File: src/rtl/tx_jesd204b_link_ml_if.sv
// Upstream/downstream bus of the multi-lane JESD204B TX link layer.
// Handshake: an octet group on i_data is transferred on a rising clk edge
// where o_ready and i_vld are both high; i_data is don't-care otherwise.
// o_data/o_k/o_state/o_underflow are registered and valid every cycle.
interface tx_jesd204b_link_ml_if #(
  parameter int L = 2
);
  logic [8*L-1:0] i_data;
  logic           i_vld;
  logic           o_ready;
  logic [8*L-1:0] o_data;
  logic [L-1:0]   o_k;
  logic [1:0]     o_state;
  logic           o_underflow;

  modport master (
    output i_data, i_vld,
    input  o_ready, o_data, o_k, o_state, o_underflow
  );

  modport slave (
    input  i_data, i_vld,
    output o_ready, o_data, o_k, o_state, o_underflow
  );
endinterface

File: src/rtl/tx_jesd204b_link_ml.sv
// Multi-lane JESD204B transmit link layer: CGS -> ILAS -> DATA, all lanes in
// lock-step with a local multiframe (LMFC) octet counter.
// Optional feature macro: JESD_CHAR_REPLACE_EN (frame/multiframe-end
// character replacement in DATA). Undefined by default.
// All outputs are registered; the counters describe the octet currently
// presented on o_data, so the next-cycle octet is computed from *_d values.
module tx_jesd204b_link_ml #(
  parameter int         L       = 2,
  parameter int         F       = 2,
  parameter int         K       = 16,
  parameter logic [7:0] DID     = 8'h5A,
  parameter logic [3:0] BID     = 4'h0,
  parameter int         ILAS_MF = 4
) (
  input  logic clk,
  input  logic rst,
  input  logic i_sync_n,
  input  logic i_sysref,
  tx_jesd204b_link_ml_if.slave bus
);

  typedef enum logic [1:0] {
    ST_CGS  = 2'd0,
    ST_ILAS = 2'd1,
    ST_DATA = 2'd2
  } state_e;

  localparam logic [9:0] FK_LAST = 10'(F * K - 1);
  localparam logic [3:0] F_LAST  = 4'(F - 1);
  localparam logic [7:0] MC_LAST = 8'(ILAS_MF - 1);
  localparam logic [7:0] L_M1    = 8'(L - 1);
  localparam logic [7:0] F_M1    = 8'(F - 1);
  localparam logic [7:0] K_M1    = 8'(K - 1);

  state_e         state_q, state_d;
  logic [9:0]     oc_q, oc_d;         // LMFC octet counter 0..F*K-1
  logic [3:0]     fo_q, fo_d;         // octet within frame 0..F-1
  logic [7:0]     mc_q, mc_d;         // ILAS multiframe index
  logic [1:0]     lo_cnt_q, lo_cnt_d; // consecutive low SYNC~ samples seen
  logic           ready_q, ready_d;
  logic [8*L-1:0] data_q, data_d;
  logic [L-1:0]   k_q, k_d;
  logic           uf_q, uf_d;

  logic           accept;
  logic           resync;
  logic [8*L-1:0] raw_d;              // DATA octets before any substitution
  logic [8:0]     ilas_w;

`ifdef JESD_CHAR_REPLACE_EN
  logic [8*L-1:0] prev_q, prev_d;     // last octet of previous frame, per lane
  logic           prev_vld_q, prev_vld_d;
`endif

  // ILAS octet {k, data} for one lane at a given LMFC position.
  function automatic logic [8:0] ilas_octet(input logic [7:0] lane,
                                            input logic [9:0] oc,
                                            input logic [7:0] mc);
    logic [8:0] r;
    logic [7:0] chk;
    chk = DID + {4'h0, BID} + lane + L_M1 + F_M1 + K_M1;
    r   = {1'b0, oc[7:0]};
    if (oc == 10'd0) begin
      r = {1'b1, 8'h1C};
    end else if (oc == FK_LAST) begin
      r = {1'b1, 8'h7C};
    end else if (mc == 8'd1) begin
      case (oc)
        10'd1:   r = {1'b1, 8'h9C};
        10'd2:   r = {1'b0, DID};
        10'd3:   r = {1'b0, 4'h0, BID};
        10'd4:   r = {1'b0, lane};
        10'd5:   r = {1'b0, L_M1};
        10'd6:   r = {1'b0, F_M1};
        10'd7:   r = {1'b0, K_M1};
        10'd8, 10'd9, 10'd10, 10'd11,
        10'd12, 10'd13, 10'd14:
                 r = 9'h000;
        10'd15:  r = {1'b0, chk};
        default: r = {1'b0, oc[7:0]};
      endcase
    end
    return r;
  endfunction

  // Next-state, LMFC counters and next-cycle lane octets.
  always_comb begin
    state_d  = state_q;
    mc_d     = mc_q;
    lo_cnt_d = 2'd0;
    data_d   = '0;
    k_d      = '0;
    ilas_w   = '0;
    accept   = ready_q & bus.i_vld;
    raw_d    = accept ? bus.i_data : '0;

    // SYSREF only realigns the LMFC while in CGS.
    if ((state_q == ST_CGS) && i_sysref) begin
      oc_d = 10'd0;
      fo_d = 4'd0;
    end else begin
      oc_d = (oc_q == FK_LAST) ? 10'd0 : oc_q + 10'd1;
      fo_d = (fo_q == F_LAST) ? 4'd0 : fo_q + 4'd1;
    end

    // Four consecutive low SYNC~ samples outside CGS force a resync.
    resync = (state_q != ST_CGS) && !i_sync_n && (lo_cnt_q == 2'd3);
    if ((state_q != ST_CGS) && !i_sync_n && !resync) begin
      lo_cnt_d = lo_cnt_q + 2'd1;
    end

    case (state_q)
      ST_CGS: begin
        mc_d = 8'd0;
        // A simultaneous SYSREF wins: ILAS waits for the realigned boundary.
        if (i_sync_n && !i_sysref && (oc_q == FK_LAST)) begin
          state_d = ST_ILAS;
        end
      end
      ST_ILAS: begin
        if (oc_q == FK_LAST) begin
          if (mc_q == MC_LAST) begin
            state_d = ST_DATA;
          end else begin
            mc_d = mc_q + 8'd1;
          end
        end
      end
      default: ;
    endcase

    if (resync) begin
      state_d = ST_CGS;
      mc_d    = 8'd0;
    end

    ready_d = (state_d == ST_DATA);
    // The first DATA slot follows a cycle with o_ready low, so it is filler,
    // not starvation.
    uf_d = (state_d == ST_DATA) && (state_q == ST_DATA) && !bus.i_vld;

    for (int n = 0; n < L; n++) begin
      case (state_d)
        ST_CGS: begin
          data_d[8*n +: 8] = 8'hBC;
          k_d[n]           = 1'b1;
        end
        ST_ILAS: begin
          ilas_w           = ilas_octet(8'(n), oc_d, mc_d);
          data_d[8*n +: 8] = ilas_w[7:0];
          k_d[n]           = ilas_w[8];
        end
        default: begin
          data_d[8*n +: 8] = raw_d[8*n +: 8];
          k_d[n]           = 1'b0;
        end
      endcase
    end

`ifdef JESD_CHAR_REPLACE_EN
    prev_d     = prev_q;
    prev_vld_d = prev_vld_q && (state_d == ST_DATA);
    if ((state_d == ST_DATA) && (fo_d == F_LAST)) begin
      for (int n = 0; n < L; n++) begin
        if (prev_vld_q && (raw_d[8*n +: 8] == prev_q[8*n +: 8])) begin
          data_d[8*n +: 8] = (oc_d == FK_LAST) ? 8'h7C : 8'hFC;
          k_d[n]           = 1'b1;
        end
      end
      // Compare against original data, never the substituted character.
      prev_d     = raw_d;
      prev_vld_d = 1'b1;
    end
`endif
  end

  // State, counters and registered outputs.
  always_ff @(posedge clk) begin
    if (rst) begin
      state_q  <= ST_CGS;
      oc_q     <= 10'd0;
      fo_q     <= 4'd0;
      mc_q     <= 8'd0;
      lo_cnt_q <= 2'd0;
      ready_q  <= 1'b0;
      data_q   <= {L{8'hBC}};
      k_q      <= {L{1'b1}};
      uf_q     <= 1'b0;
    end else begin
      state_q  <= state_d;
      oc_q     <= oc_d;
      fo_q     <= fo_d;
      mc_q     <= mc_d;
      lo_cnt_q <= lo_cnt_d;
      ready_q  <= ready_d;
      data_q   <= data_d;
      k_q      <= k_d;
      uf_q     <= uf_d;
    end
  end

`ifdef JESD_CHAR_REPLACE_EN
  // Previous-frame octet history for character replacement.
  always_ff @(posedge clk) begin
    if (rst) begin
      prev_q     <= '0;
      prev_vld_q <= 1'b0;
    end else begin
      prev_q     <= prev_d;
      prev_vld_q <= prev_vld_d;
    end
  end
`endif

  assign bus.o_ready     = ready_q;
  assign bus.o_data      = data_q;
  assign bus.o_k         = k_q;
  assign bus.o_state     = state_q;
  assign bus.o_underflow = uf_q;

endmodule

File: src/flat_wrapper.sv
// flat-port wrapper written by rule: the top's interface ports become plain ports
module tx_jesd204b_link_ml_flat 
#(
  parameter int         L       = 2,
  parameter int         F       = 2,
  parameter int         K       = 16,
  parameter logic [7:0] DID     = 8'h5A,
  parameter logic [3:0] BID     = 4'h0,
  parameter int         ILAS_MF = 4
)
  (clk, rst, i_sync_n, i_sysref, bus_i_data, bus_i_vld, bus_o_ready, bus_o_data, bus_o_k, bus_o_state, bus_o_underflow);
  tx_jesd204b_link_ml_if #(.L(L)) bus_i ();
  input  logic clk;
  input  logic rst;
  input  logic i_sync_n;
  input  logic i_sysref;
  input wire logic [$bits(bus_i.i_data)-1:0] bus_i_data;
  input wire logic [$bits(bus_i.i_vld)-1:0] bus_i_vld;
  output wire logic [$bits(bus_i.o_ready)-1:0] bus_o_ready;
  output wire logic [$bits(bus_i.o_data)-1:0] bus_o_data;
  output wire logic [$bits(bus_i.o_k)-1:0] bus_o_k;
  output wire logic [$bits(bus_i.o_state)-1:0] bus_o_state;
  output wire logic [$bits(bus_i.o_underflow)-1:0] bus_o_underflow;
  assign bus_i.i_data = bus_i_data;
  assign bus_i.i_vld = bus_i_vld;
  assign bus_o_ready = bus_i.o_ready;
  assign bus_o_data = bus_i.o_data;
  assign bus_o_k = bus_i.o_k;
  assign bus_o_state = bus_i.o_state;
  assign bus_o_underflow = bus_i.o_underflow;
  tx_jesd204b_link_ml #(.L(L), .F(F), .K(K), .DID(DID), .BID(BID), .ILAS_MF(ILAS_MF)) u_core (.clk(clk), .rst(rst), .i_sync_n(i_sync_n), .i_sysref(i_sysref), .bus(bus_i));
endmodule
File: config.mk
export PLATFORM = sky130hd
export DESIGN_NAME = tx_jesd204b_link_ml_flat
export DESIGN_NICKNAME = d
export VERILOG_FILES = /design/src/rtl/tx_jesd204b_link_ml_if.sv /design/src/rtl/tx_jesd204b_link_ml.sv /design/src/flat_wrapper.sv
export SDC_FILE = /design/constraint.sdc
export NUM_CORES = 1
export LEC_CHECK = 0
export CAP_MARGIN = 25
export CORE_MARGIN = 2
export CORE_UTILIZATION = 48
export CTS_BUF_LIST = sky130_fd_sc_hd__clkbuf_4 sky130_fd_sc_hd__clkbuf_8
export DETAILED_ROUTE_END_ITERATION = 10
export PLACE_DENSITY = 0.71
export SLEW_MARGIN = 10
export SYNTH_ARGS = -nofsm -noshare
export SYNTH_HDL_FRONTEND = slang
export SYNTH_SLANG_ARGS = --single-unit
File: constraint.sdc
create_clock -name clk -period 8.3 [get_ports clk]
set_clock_uncertainty 0.05 [all_clocks]
set_input_delay 1.66 -clock clk [delete_from_list [all_inputs] [get_ports clk]]
set_output_delay 1.66 -clock clk [all_outputs]
set_load 0.05 [all_outputs]
==> qor.yml <==
status: "finished, final reports clean"
hold_buffers: 0
layout-drive-gt1-share: 0.0623
vias: 2260
synthToLayoutAreaGrowth_pct: 24.9
wl_met1_mm: 2.77
final_nets: 344
synth_edf_count: 0
initial_core_util: 0.495
clock_path_buffers: 2
hold_class: "reg -> reg"
r2r-end: "u_core.bus.o_data[9]"
insertion_delay_ns: 0.29
hold_violations: 0
num_rows: 25
worstSetupEndpointType: "flop"
synthArstFlopShare: 0
syn_nets: 308
clkSlewWorstSetupHoldPaths_ns: 0.08
yosys_warnings: 0
crit_path_start_kind: "input pin"
grt-ovfl-total: 0
setup_ws_ns: 4.02
design_power_total_w: 0.000422
required_ns: 8.44
arrival_ns: 4.41
stdcell_count: 388
utilization: 0.619
clockRootBuffer: "clkbuf_8"
p_per_area_nw_per_um2: 144
via_per_inst: 5.82
antenna_found_initial: 0
grt_usage: 0.234
die_h_um: 73.8
drt_wl_total_mm: 6.05
drcViolationCount: 0
max_freq_mhz: 234
clkSinkCount: 42
dp_hpwl_mm: 4.46
cts_setup_buffers: 0
synth_top_area_share: 0.359
maxSlewHeadroom: 0.324
antenna_cells: 0
wl_met3_um: 287
fin_crit_sh: 0.515
core_area_um2: 4720
crit_fanout: 7
grt_pass1_wl_mm: 10.0
yosys_register_bits: 42
ys.flop_type: "dfxtp_1"
slew_violations: 0
cap_viol_max_count: 0
drt_iter0_markers: 198
peakVddDrop_mv: 0.0839
yosysSeqAreaShare: 0.359
reg2reg_depth: 9
min_path_cells: 1
wl_met2_mm: 2.91
io_pins: 43
worstMarginPinSlew_ns: 1.01
synthDistinctLibCells: 62
cts_resized: 0
routabilityCongestion: 0.865
ant_nets: 0
die_x_um: 73.8
synth_area_leaders: "dfxtp_1 36%, nor2_1 4.7%, a21oi_1 4.3%"
synth_cells: 284
rr_startpoint: "u_core.oc_q[0]"
first_pass_iters: 4
avgSynthCellArea_um2: 8.24
yosys.area.top_type: "dfxtp_1"
port-buffer-count: 42
preCtsSetupSlack_ns: 3.77
h-tree-depth: 2
grt_max_degree: 21
setup_viol_count_final: 0
synth_area_um2: 2340
hold_path_end: "u_core.lo_cnt_q[0]"
leakage_nw: 1.04
rrSetupSlack_ns: 4.68
finalSetupTns_ns: 0
highest-signal-layer: "met4"
cts_tree: "done"
place_inst: 380
min_period_ns: 4.28
crit_type: "in -> reg"
die-area_um2: 5450
post_drt_wl_per_cell_um: 15.6
hp-start: "u_core.lo_cnt_q[0]"
rsz0062_at_grt: "no"
numCtsBuffers: 5
grt_pass1_vias: 2073
-- per-layer routing --
metal	GRT usage	vias to the layer above
li1	-	1123
met1	0.323	1063
met2	0.376	66
met3	0.0384	8
met4	0.0667	0
met5	0	-
-- worst max-delay path by stage --
stage | startpoint | to | slack [ns] | cells past startpoint
floorplan | i_sysref | u_core.bus.o_data[9] | 4.64 | 6
global placement | i_sysref | u_core.bus.o_data[9] | 3.86 | 7
detailed placement | i_sysref | u_core.bus.o_data[9] | 3.77 | 7
CTS | i_sysref | u_core.bus.o_data[9] | 4.08 | 7
global route | i_sysref | u_core.bus.o_data[2] | 3.85 | 7
finish | i_sysref | u_core.bus.o_data[9] | 4.02 | 7
-- where the power goes --
part	switching [W]	leakage [nW]	internal, W
sequential	0.00000142	0.339	0.000202
combinational	0.0000119	0.631	0.0000132
clock	0.0000729	0.0683	0.000121
-- through the flow --
step,area (µm²),hold slack [ns]
floorplan,2340,0.348
global placement,2790,0.362
detailed placement,2790,0.368
CTS,2920,0.380
global route,2920,0.401
finish,2920,0.375
-- area by class of cell --
cell class	count	area (µm²)
clock inverters	3	68.8
repair buffers	42	420
fillers	399	1800
clock buffers	5	68.8
multi-input cells	225	1430
flip-flops and latches	42	841
well taps	67	83.8
inverters	4	15.0
-- placed cells by master (no fill, tap or decap), types with 6 or more instances in the layout --
cell type / count
nand4_1: 8
nor3_1: 13
nor2b_1: 6
a31oi_1: 6
o21ai_0: 9
a21oi_1: 20
clkdlybuf4s50_1: 42
nand3_1: 14
nand2_1: 26
dfxtp_1: 42
nor2_1: 29
nand2b_1: 6
-- worst max-delay path, cell delays in order --
cell and delay (ns):
clkdlybuf4s50_1 0.47, nor3b_1 0.64, a31oi_1 0.25, a211oi_2 0.48
nand4_4 0.22, or3_1 0.41, a32o_1 0.26
-- kinds of logic (layout without fill, tap and decap cells) --
group,after synthesis,in the layout,synth area share
XOR/XNOR,9,9,0.0337
AO/OA/AOI/OAI,73,73,0.221
AND/OR/NAND/NOR,137,137,0.325
adder cells (fa/ha/maj),3,3,0.0160
flip-flops,42,42,0.359
buffers and inverters,17,54,0.0315
multiplexers,3,3,0.0134
-- cell usage after synthesis (all sizes together) (3+ instances only) --
library cell / instances
a211oi: 4
a21o: 3
a21oi: 20
a31oi: 6
a32o: 3
and2: 5
and4: 4
buf: 4
clkbuf: 9
dfxtp: 42
ha: 3
inv: 4
nand2: 27
nand2b: 6
nand3: 14
nand4: 9
nor2: 29
nor2b: 6
nor3: 14
nor3b: 5
nor4: 4
o21ai: 10
or3: 5
xnor2: 5
xor2: 4
-- flip-flops by register name, indices dropped and copies added, names as in the netlist --
| name | count |
|---|---|
| u_core.bus.o_data | 16 |
| u_core.bus.o_k | 2 |
| u_core.bus.o_ready | 1 |
| u_core.bus.o_state | 2 |
| u_core.bus.o_underflow | 1 |
| u_core.lo_cnt_q | 2 |
| u_core.mc_q | 8 |
| u_core.oc_q | 10 |
Power figures use the tool's default switching activity.
==> variant, RTL diff (same settings) <==
`K` is set to 16 in 2 places; all go to 8.
--- a/src/rtl/tx_jesd204b_link_ml.sv
+++ b/src/rtl/tx_jesd204b_link_ml.sv
@@ -7,7 +7,7 @@
 module tx_jesd204b_link_ml #(
   parameter int         L       = 2,
   parameter int         F       = 2,
-  parameter int         K       = 16,
+  parameter int         K       = 8,
   parameter logic [7:0] DID     = 8'h5A,
   parameter logic [3:0] BID     = 4'h0,
   parameter int         ILAS_MF = 4
--- a/src/flat_wrapper.sv
+++ b/src/flat_wrapper.sv
@@ -3,7 +3,7 @@
 #(
   parameter int         L       = 2,
   parameter int         F       = 2,
-  parameter int         K       = 16,
+  parameter int         K       = 8,
   parameter logic [7:0] DID     = 8'h5A,
   parameter logic [3:0] BID     = 4'h0,
   parameter int         ILAS_MF = 4
Check against the original RTL: no difference found for any inputs over 10 cycles, from zero or initial values and one cycle with rst high; that may be too few to reach the edited logic, so the function may still have changed.
==> variant against the original RTL <==
- total power fell by 14%
- final area fell by 1.1%
- synthesized area rose by 0.80%
- sequential cell count did not move
- first-iteration DRC count fell by 12%
- routed wire length fell by 1.9%
- worst setup slack improved by 0.57 ns
- non-clock buffer count did not move
- critical path type unchanged
==> variant: results (changes against the original RTL) <==
stage delay of the slowest cell on the critical path: 0.47 ns (-0.17 ns)
worst reg2reg path endpoint: u_core.bus.o_data[8]
worst setup slack before clock tree synthesis: 4.31 ns (+0.534 ns)
Compound-Gate Fraction of Synth Area: 21.6% (-0.44 points)
result of the run: finished clean
r2r setup slk: 4.84 ns (+0.16 ns)
fraction of synthesized area in multiplexers: 2.18% (+0.84 points)
fraction of the cycle the final worst path needs: 44.7% (-6.8 points)
Worst Path Arrival: 3.83 ns (-0.58 ns)
Max VDD drop: 0.0000869 V (+3.5%)
layout cell share with drive strength beyond 1: 8.10% (+1.9 points)
fill cell total of the finished layout: 400 (+0.25%)
Static Leakage: 1.07 nW (+2.7%)
crit path max-delay cell type: sky130_fd_sc_hd__clkdlybuf4s50_1
register area share after synthesis: 35.6% (-0.29 points)
final weighted congestion in routability-driven placement: 0.917 (+6.1%)
Worst Setup SP: i_sync_n
total length of routed met2 wires: 2610 um (-10%)
area of the multi-input gates: 1420 sq um (-0.26%)
WL per Instance: 15.3 um (-1.9%)
switching power summed over all nets: 0.0894 mW (+3.7%)
top cells by instance count after synthesis: sky130_fd_sc_hd__dfxtp_1, sky130_fd_sc_hd__nand2_1, sky130_fd_sc_hd__nor2_1
met1 layer usage reported by global route: 32.9% (+0.62 points)
via count of the routed design: 2273 (+0.58%)
multi-input combinational cell count: 221 (-1.8%)
internal portion of total power: 0.274 mW (-18%)
[variant: cell count changes in the layout (fill, tap and decap cells not counted), moves of 4 or more]
cell	before	now
sky130_fd_sc_hd__nor3_1	13	8
sky130_fd_sc_hd__inv_1	4	8
sky130_fd_sc_hd__nand4_1	8	4
sky130_fd_sc_hd__o21ai_0	9	4
sky130_fd_sc_hd__a21oi_1	20	11
sky130_fd_sc_hd__nand2b_1	6	2
sky130_fd_sc_hd__o21ai_1	1	5
sky130_fd_sc_hd__nand2_1	26	35
[variant: worst min path at each step]
| stage | slack, ns | end | cells after the start |
|---|---|---|---|
| finish | 0.38 | u_core.lo_cnt_q[0] | 1 |
| global route | 0.41 | u_core.lo_cnt_q[0] | 1 |
| CTS | 0.38 | u_core.lo_cnt_q[0] | 1 |
| detailed placement | 0.37 | u_core.lo_cnt_q[0] | 1 |
| global placement | 0.36 | u_core.lo_cnt_q[0] | 1 |
| floorplan | 0.35 | u_core.lo_cnt_q[0] | 1 |
